<file path="config.mk">
export PLATFORM = sky130hd
export DESIGN_NAME = character_jump_ctrl_flat
export DESIGN_NICKNAME = d
export VERILOG_FILES = /design/src/rtl/character_jump_ctrl_pkg.sv /design/src/rtl/character_jump_ctrl_if.sv /design/src/rtl/character_jump_ctrl_step.sv /design/src/rtl/character_jump_ctrl.sv /design/src/flat_wrapper.sv
export SDC_FILE = /design/constraint.sdc
export NUM_CORES = 1
export LEC_CHECK = 0
export CORE_ASPECT_RATIO = 0.5
export CORE_MARGIN = 3
export CORE_UTILIZATION = 44
export DETAILED_ROUTE_END_ITERATION = 10
export GPL_ROUTABILITY_DRIVEN = 0
export PLACE_DENSITY_LB_ADDON = 0.1
export SKIP_LAST_GASP = 1
export SYNTH_ARGS = -nofsm -noshare
export SYNTH_HDL_FRONTEND = slang
export SYNTH_SLANG_ARGS = --single-unit
export TNS_END_PERCENT = 10
</file>
<file path="constraint.sdc">
create_clock -name clk -period 2.47 [get_ports clk]
set_clock_uncertainty 0.1 [all_clocks]
set_input_delay 0.494 -clock clk [delete_from_list [all_inputs] [get_ports clk]]
set_output_delay 0.494 -clock clk [all_outputs]
set_load 0.01 [all_outputs]
</file>
<file path="src/rtl/character_jump_ctrl_pkg.sv">
// Shared game package: controller states and default geometry.
// The state machine and drawing blocks pull constants from here.
package character_jump_ctrl_pkg;

  typedef enum logic [2:0] {
    ST_IDLE,
    ST_AIR_UP,
    ST_AIR_DOWN,
    ST_FALL,
    ST_DEAD
  } jump_state_e;

  localparam int PIX_W         = 11;
  localparam int COLS_D        = 8;
  localparam int COL_W_D       = 64;
  localparam int X_ORG_D       = 64;
  localparam int Y_REST_D      = 400;
  localparam int Y_FLOOR_D     = 600;
  localparam int HALF_FRAMES_D = 8;
  localparam int STEP_D        = 8;

  function automatic logic [PIX_W-1:0] pix(input int v);
    return v[PIX_W-1:0];
  endfunction

endpackage

</file>
<file path="src/rtl/character_jump_ctrl_if.sv">
// Game-side bundle for the jump controller.
// master = game state machine, slave = jump controller.
interface character_jump_ctrl_if #(
  parameter int COLS = 8
);
  logic            restart;
  logic            frame_tick;
  logic            jump_left;
  logic            jump_right;
  logic [COLS-1:0] block_map;
  logic [10:0]     char_x;
  logic [10:0]     char_y;
  logic            character_landed;
  logic            jump_fail;
  logic            busy;

  modport master (
    output restart, frame_tick,
    output jump_left, jump_right,
    output block_map,
    input  char_x, char_y,
    input  character_landed,
    input  jump_fail, busy
  );

  modport slave (
    input  restart, frame_tick,
    input  jump_left, jump_right,
    input  block_map,
    output char_x, char_y,
    output character_landed,
    output jump_fail, busy
  );
endinterface

</file>
<file path="src/rtl/character_jump_ctrl_step.sv">
// Frame-paced half-arc step counter.
// o_term is high while fcnt sits on the last frame of a half arc.
module jump_step_counter #(
  parameter int HALF_FRAMES = 8
) (
  input  logic clk,
  input  logic rst,
  input  logic i_clr,
  input  logic i_en,
  output logic o_term
);
  localparam logic [3:0] LAST = 4'(HALF_FRAMES - 1);

  logic [3:0] r_fcnt;

  // count ticks, wrap to zero at end of each half arc
  always_ff @(posedge clk or negedge rst) begin
    if (!rst) begin
      r_fcnt <= '0;
    end else if (i_clr) begin
      r_fcnt <= '0;
    end else if (i_en) begin
      r_fcnt <= o_term ? 4'd0 : r_fcnt + 4'd1;
    end
  end

  assign o_term = (r_fcnt == LAST);
endmodule

</file>
<file path="src/rtl/character_jump_ctrl.sv">
// Character jump controller: arcs between block columns,
// falls to the floor on a miss, waits in DEAD for restart.
module character_jump_ctrl
  import character_jump_ctrl_pkg::*;
#(
  parameter int COLS        = COLS_D,
  parameter int COL_W       = COL_W_D,
  parameter int X_ORG       = X_ORG_D,
  parameter int Y_REST      = Y_REST_D,
  parameter int Y_FLOOR     = Y_FLOOR_D,
  parameter int HALF_FRAMES = HALF_FRAMES_D,
  parameter int STEP        = STEP_D
) (
  input  logic                 clk,
  input  logic                 rst,
  character_jump_ctrl_if.slave bus
);
  localparam int COL_BW = (COLS > 1) ? $clog2(COLS) : 1;
  localparam int TGT_W  = COL_BW + 2;

  localparam logic [10:0] P_XORG  = pix(X_ORG);
  localparam logic [10:0] P_YREST = pix(Y_REST);
  localparam logic [10:0] P_YFLR  = pix(Y_FLOOR);
  localparam logic [10:0] P_STEP  = pix(STEP);
  localparam logic [10:0] P_XSTEP =
    pix(COL_W / (2 * HALF_FRAMES));
  localparam logic [TGT_W-1:0] LAST_COL =
    TGT_W'(COLS - 1);

  jump_state_e       r_state, w_nxt;
  logic [COL_BW-1:0] r_col, w_col;
  logic signed [1:0] r_dir, w_dir;
  logic [10:0]       r_x, w_x;
  logic [10:0]       r_y, w_y;
  logic              r_land, w_land;
  logic              r_fail, w_fail;

  logic              w_clr;
  logic              w_cnt_en;
  logic              w_term;
  logic [TGT_W-1:0]  w_tgt;
  logic              w_tgt_ok;
  logic [10:0]       w_step_x;
  logic [10:0]       w_fall_y;

  jump_step_counter #(
    .HALF_FRAMES (HALF_FRAMES)
  ) u_step (
    .clk    (clk),
    .rst    (rst),
    .i_clr  (w_clr),
    .i_en   (w_cnt_en),
    .o_term (w_term)
  );

  // landing target and per-frame pixel steps
  always_comb begin
    w_tgt = {2'b00, r_col}
          + {{COL_BW{r_dir[1]}}, r_dir};
    w_tgt_ok = !w_tgt[TGT_W-1]
             && (w_tgt <= LAST_COL)
             && bus.block_map[w_tgt[COL_BW-1:0]];
    w_step_x = r_dir[1] ? (r_x - P_XSTEP)
                        : (r_x + P_XSTEP);
    w_fall_y = r_y + P_STEP;
  end

  // next-state and next-output decode
  always_comb begin
    w_nxt    = r_state;
    w_col    = r_col;
    w_dir    = r_dir;
    w_x      = r_x;
    w_y      = r_y;
    w_land   = 1'b0;
    w_fail   = r_fail;
    w_clr    = 1'b0;
    w_cnt_en = 1'b0;
    if (bus.restart) begin
      w_nxt  = ST_IDLE;
      w_col  = '0;
      w_x    = P_XORG;
      w_y    = P_YREST;
      w_fail = 1'b0;
      w_clr  = 1'b1;
    end else begin
      unique case (r_state)
        ST_IDLE: begin
          if (bus.jump_left) begin
            w_dir = -2'sd1;
            w_clr = 1'b1;
            w_nxt = ST_AIR_UP;
          end else if (bus.jump_right) begin
            w_dir = 2'sd1;
            w_clr = 1'b1;
            w_nxt = ST_AIR_UP;
          end
        end
        ST_AIR_UP: begin
          if (bus.frame_tick) begin
            w_cnt_en = 1'b1;
            w_x      = w_step_x;
            w_y      = r_y - P_STEP;
            if (w_term) w_nxt = ST_AIR_DOWN;
          end
        end
        ST_AIR_DOWN: begin
          if (bus.frame_tick) begin
            w_cnt_en = 1'b1;
            w_x      = w_step_x;
            w_y      = w_fall_y;
            if (w_term) begin
              w_land = 1'b1;
              if (w_tgt_ok) begin
                w_col = w_tgt[COL_BW-1:0];
                w_nxt = ST_IDLE;
              end else begin
                w_fail = 1'b1;
                w_nxt  = ST_FALL;
              end
            end
          end
        end
        ST_FALL: begin
          if (bus.frame_tick) begin
            if (w_fall_y >= P_YFLR) begin
              w_y    = P_YFLR;
              w_land = 1'b1;
              w_nxt  = ST_DEAD;
            end else begin
              w_y = w_fall_y;
            end
          end
        end
        ST_DEAD: begin
          w_nxt = ST_DEAD;
        end
        default: begin
          w_nxt = ST_IDLE;
        end
      endcase
    end
  end

  // state and registered outputs
  always_ff @(posedge clk or negedge rst) begin
    if (!rst) begin
      r_state <= ST_IDLE;
      r_col   <= '0;
      r_dir   <= 2'sd1;
      r_x     <= P_XORG;
      r_y     <= P_YREST;
      r_land  <= 1'b0;
      r_fail  <= 1'b0;
    end else begin
      r_state <= w_nxt;
      r_col   <= w_col;
      r_dir   <= w_dir;
      r_x     <= w_x;
      r_y     <= w_y;
      r_land  <= w_land;
      r_fail  <= w_fail;
    end
  end

  assign bus.char_x           = r_x;
  assign bus.char_y           = r_y;
  assign bus.character_landed = r_land;
  assign bus.jump_fail        = r_fail;
  assign bus.busy = (r_state == ST_AIR_UP)
                 || (r_state == ST_AIR_DOWN)
                 || (r_state == ST_FALL);
endmodule

</file>
<file path="src/flat_wrapper.sv">
// flat-port wrapper written by rule: the top's interface ports become plain ports
module character_jump_ctrl_flat import character_jump_ctrl_pkg::*;
#(
  parameter int COLS        = COLS_D,
  parameter int COL_W       = COL_W_D,
  parameter int X_ORG       = X_ORG_D,
  parameter int Y_REST      = Y_REST_D,
  parameter int Y_FLOOR     = Y_FLOOR_D,
  parameter int HALF_FRAMES = HALF_FRAMES_D,
  parameter int STEP        = STEP_D
)
  (clk, rst, bus_restart, bus_frame_tick, bus_jump_left, bus_jump_right, bus_block_map, bus_char_x, bus_char_y, bus_character_landed, bus_jump_fail, bus_busy);
  character_jump_ctrl_if #(.COLS(COLS)) bus_i ();
  input  logic clk;
  input  logic rst;
  input wire logic [$bits(bus_i.restart)-1:0] bus_restart;
  input wire logic [$bits(bus_i.frame_tick)-1:0] bus_frame_tick;
  input wire logic [$bits(bus_i.jump_left)-1:0] bus_jump_left;
  input wire logic [$bits(bus_i.jump_right)-1:0] bus_jump_right;
  input wire logic [$bits(bus_i.block_map)-1:0] bus_block_map;
  output wire logic [$bits(bus_i.char_x)-1:0] bus_char_x;
  output wire logic [$bits(bus_i.char_y)-1:0] bus_char_y;
  output wire logic [$bits(bus_i.character_landed)-1:0] bus_character_landed;
  output wire logic [$bits(bus_i.jump_fail)-1:0] bus_jump_fail;
  output wire logic [$bits(bus_i.busy)-1:0] bus_busy;
  assign bus_i.restart = bus_restart;
  assign bus_i.frame_tick = bus_frame_tick;
  assign bus_i.jump_left = bus_jump_left;
  assign bus_i.jump_right = bus_jump_right;
  assign bus_i.block_map = bus_block_map;
  assign bus_char_x = bus_i.char_x;
  assign bus_char_y = bus_i.char_y;
  assign bus_character_landed = bus_i.character_landed;
  assign bus_jump_fail = bus_i.jump_fail;
  assign bus_busy = bus_i.busy;
  character_jump_ctrl #(.COLS(COLS), .COL_W(COL_W), .X_ORG(X_ORG), .Y_REST(Y_REST), .Y_FLOOR(Y_FLOOR), .HALF_FRAMES(HALF_FRAMES), .STEP(STEP)) u_core (.clk(clk), .rst(rst), .bus(bus_i));
endmodule
</file>
==> metrics <==
post-synthesis mux area share 3.49%; Cell Chain, Critical Path fa_1, xnor2_2, mux4_2, mux2i_4, nor3_2, mux2i_1, nor2_1; Post-DP Area 0.00308 sq mm; register-to-register setup slack 0.04 ns; status finished clean; critical path's largest stage delay 0.49 ns; non-filler cells, final roughly 420; row count 18; clk_lat worst skew between 0.2 and 0.3 ns; top cell type's share of synthesized area roughly a quarter; global-route usage over all layers 20.5%; post-synthesis sequential element count 30; yosys warns 0; CP startpoint kind flip-flop; total CTS buffers 5; GRT busiest layer met2; Critical path origin u_core.r_dir[1]$_DFFE_PN0P_; Crit. path cell count 7; Critical Path Fanout Max 5; commonest non-fill, non-tap cell in the layout buf_4; Post-Syn Area about 0.0024 sq mm; Final HPWL DP 4790 microns; leading area contributor after synthesis dfrtp_1; first-pass GRT wire length 10800 microns; main combinational cell family by area after synthesis compound AO/OA/AOI/OAI gates; vias in the first global route roughly 2300; total of max-cap violations 0; clk sinks 30; IO buf count 33; VDD IR max 0.495 mV; met1 Track Usage GR 27.6%; fraction of registers with async set/reset between 90% and 100%; most frequent cells in the layout 42 x buf_4, 33 x clkdlybuf4s50_1, 25 x dfrtp_1, 20 x nor2_1, 20 x nand2_1; fillcell total 445; I/O pin total 39; WP data arrival 2.50 ns; Hold Vio Cnt, Final 0; layout cells sized above 1 22.1%; Buf/Inv on CP 0; Crit Path Class flip-flop to flip-flop; Synth cell types 61; Area Growth Syn to Fin 33.1%; Iter 0 DRT Violations 133; Reg clk slew, reported paths 0.07 ns; Tcrit/Tclk final 98.3%; post-synthesis cell count about 280; maximum clock rate 412 MHz; FF-to-FF End u_core.r_col[2]$_DFFE_PN0P_; max-slew violations 0; grt total ovfl 0; PD cells roughly 960 mW/mm^2; CP Capture Type flip-flop; detailed-route DRC error count 0; Reg area roughly 760 sq um; min-delay worst type flip-flop to flip-flop; diode count 0; Max Root-Sink Buffers 2; Root Buffer clkbuf_8; final setup violation count 0; Worst path slowest cell fa_1; EDFF count, synth 0; Synth Area in Adders 9.35%; WL per Instance 15.4 microns; cell leakage power ~1.4 nW; met3 usage approximately 4.8%; Final nets 378; Worst Path Required 2.54 ns; die height 58.6 microns; post-synthesis sequential area ratio 31.0%; CP delay by family, top multiplexers; Min Hold Slack 0.400 ns; synthesized area per cell about 8.7 sq um; Synth Area in XOR/XNOR 6.83%; RSZ-0062 raised after global routing yes; Compound-Gate Fraction of Synth Area 21.5%; Final ANT Viol Nets 0; routed vias/inst 5.61; Vias between 2000 and 2500; CTS tree done; largest net degree at the start of global routing 31; post-synthesis simple-gate area fraction 21.2%; dpl cells 408; Core Area slightly above 0.005 sq mm; die area 0.00652 sq mm; R2R Path Start u_core.r_dir[1]$_DFFE_PN0P_; Core Util, Final 63.2%; final WL 6420 microns; drt pass-1 iters 4; Worst Setup EP u_core.r_col[2]$_DFFE_PN0P_; H-tree depth 2; Finished Cell Area 0.00324 sq mm; minimum clock period after layout 2.43 ns; area occupied by multi-input gates between 0.0015 and 0.002 sq mm; R2R cell count 7; die width 111 microns; total power 0.00310 W; initial antenna violation count 0; met2 Use GR 33.3%; synth top area cells dfrtp_1 27%, ha_1 7.7%, xnor2_1 4.7%, dfstp_2 4.3%, a21oi_1 3.7%; Primary FF master, synth dfrtp_1; initial core utilization between 40% and 50%
-- layout make-up --
cell class,count,share of cell area (%)
clock inverters,1,0.154
multi-input cells,223,49.3
well taps,70,2.70
flip-flops and latches,30,23.3
repair buffers,76,20.5
clock buffers,7,2.66
inverters,11,1.27
-- cells in the mapped netlist (7+ instances only) --
cell	count
dfrtp_1	26
a21oi_1	18
nand3_1	14
o21ai_0	15
inv_1	11
nor2_1	20
clkbuf_1	10
buf_4	7
xnor2_1	13
nand2_1	20
ha_1	15
nor3_1	12
-- worst reg2reg max path, cell delays in order, from the launching register on --
cell	delay (ns)
dfrtp_2	0.46
fa_1	0.49
xnor2_2	0.27
mux4_2	0.27
mux2i_4	0.08
nor3_2	0.34
mux2i_1	0.25
nor2_1	0.05
-- routing by layer --
layer / vias to the layer above / wire (microns)
met3: 2 / 381
met5: - / 0
met4: 0 / 14
met2: 67 / 2980
li1: 1154 / -
met1: 1124 / 3040
-- repair_timing --
item | in CTS | in global routing
setup buffers | 0 | 2
pin swaps | 1 | 4
endpoints found under the setup margin | 8 | 13
resized for setup | 3 | 15
hold buffers | 0 | 0
-- metrics by stage --
stage	setup WS, ns	TNS, ns
floorplan	0.0761	0
global placement	-0.0331	-0.0912
detailed placement	-0.146	-0.639
CTS	-0.0569	-0.0969
global route	-0.0350	-0.129
finish	0.0420	0
-- power breakdown --
part | internal, W | switching [W]
registers | 0.000599 | 0.000151
logic | 0.00101 | 0.000917
clock network | 0.000225 | 0.000198
total | 0.00184 | 0.00127
-- how the worst min path moves through the flow --
stage	cells past startpoint	endpoint	startpoint
after floorplan	0	u_core.bus.char_x[10]$_DFFE_PN0P_	rst
after global placement	1	u_core.bus.jump_fail$_DFFE_PN0P_	u_core.bus.jump_fail$_DFFE_PN0P_
after detailed placement	1	u_core.bus.jump_fail$_DFFE_PN0P_	u_core.bus.jump_fail$_DFFE_PN0P_
after CTS	1	u_core.bus.jump_fail$_DFFE_PN0P_	u_core.bus.jump_fail$_DFFE_PN0P_
after global routing	1	u_core.bus.jump_fail$_DFFE_PN0P_	u_core.bus.jump_fail$_DFFE_PN0P_
final	1	u_core.bus.jump_fail$_DFFE_PN0P_	u_core.bus.jump_fail$_DFFE_PN0P_
-- registers in the layout (all words and copies together) (netlist names) --
| register | flops |
|---|---|
| u_core.r_state | 3 |
| u_core.bus.jump_fail | 1 |
| u_core.r_dir | 1 |
| u_core.bus.character_landed | 1 |
| u_core.r_col | 3 |
| u_core.bus.char_y | 8 |
| u_core.bus.char_x | 9 |
| u_core.u_step.r_fcnt | 4 |
-- logic make-up after synthesis --
family | after synthesis
simple gates | 98
xor+xnor | 19
flops | 30
other cells | 1
buf+inv | 32
mux | 6
compound gates | 78
fa+ha+maj | 17
Note: power is estimated with default switching activity, not from simulation.
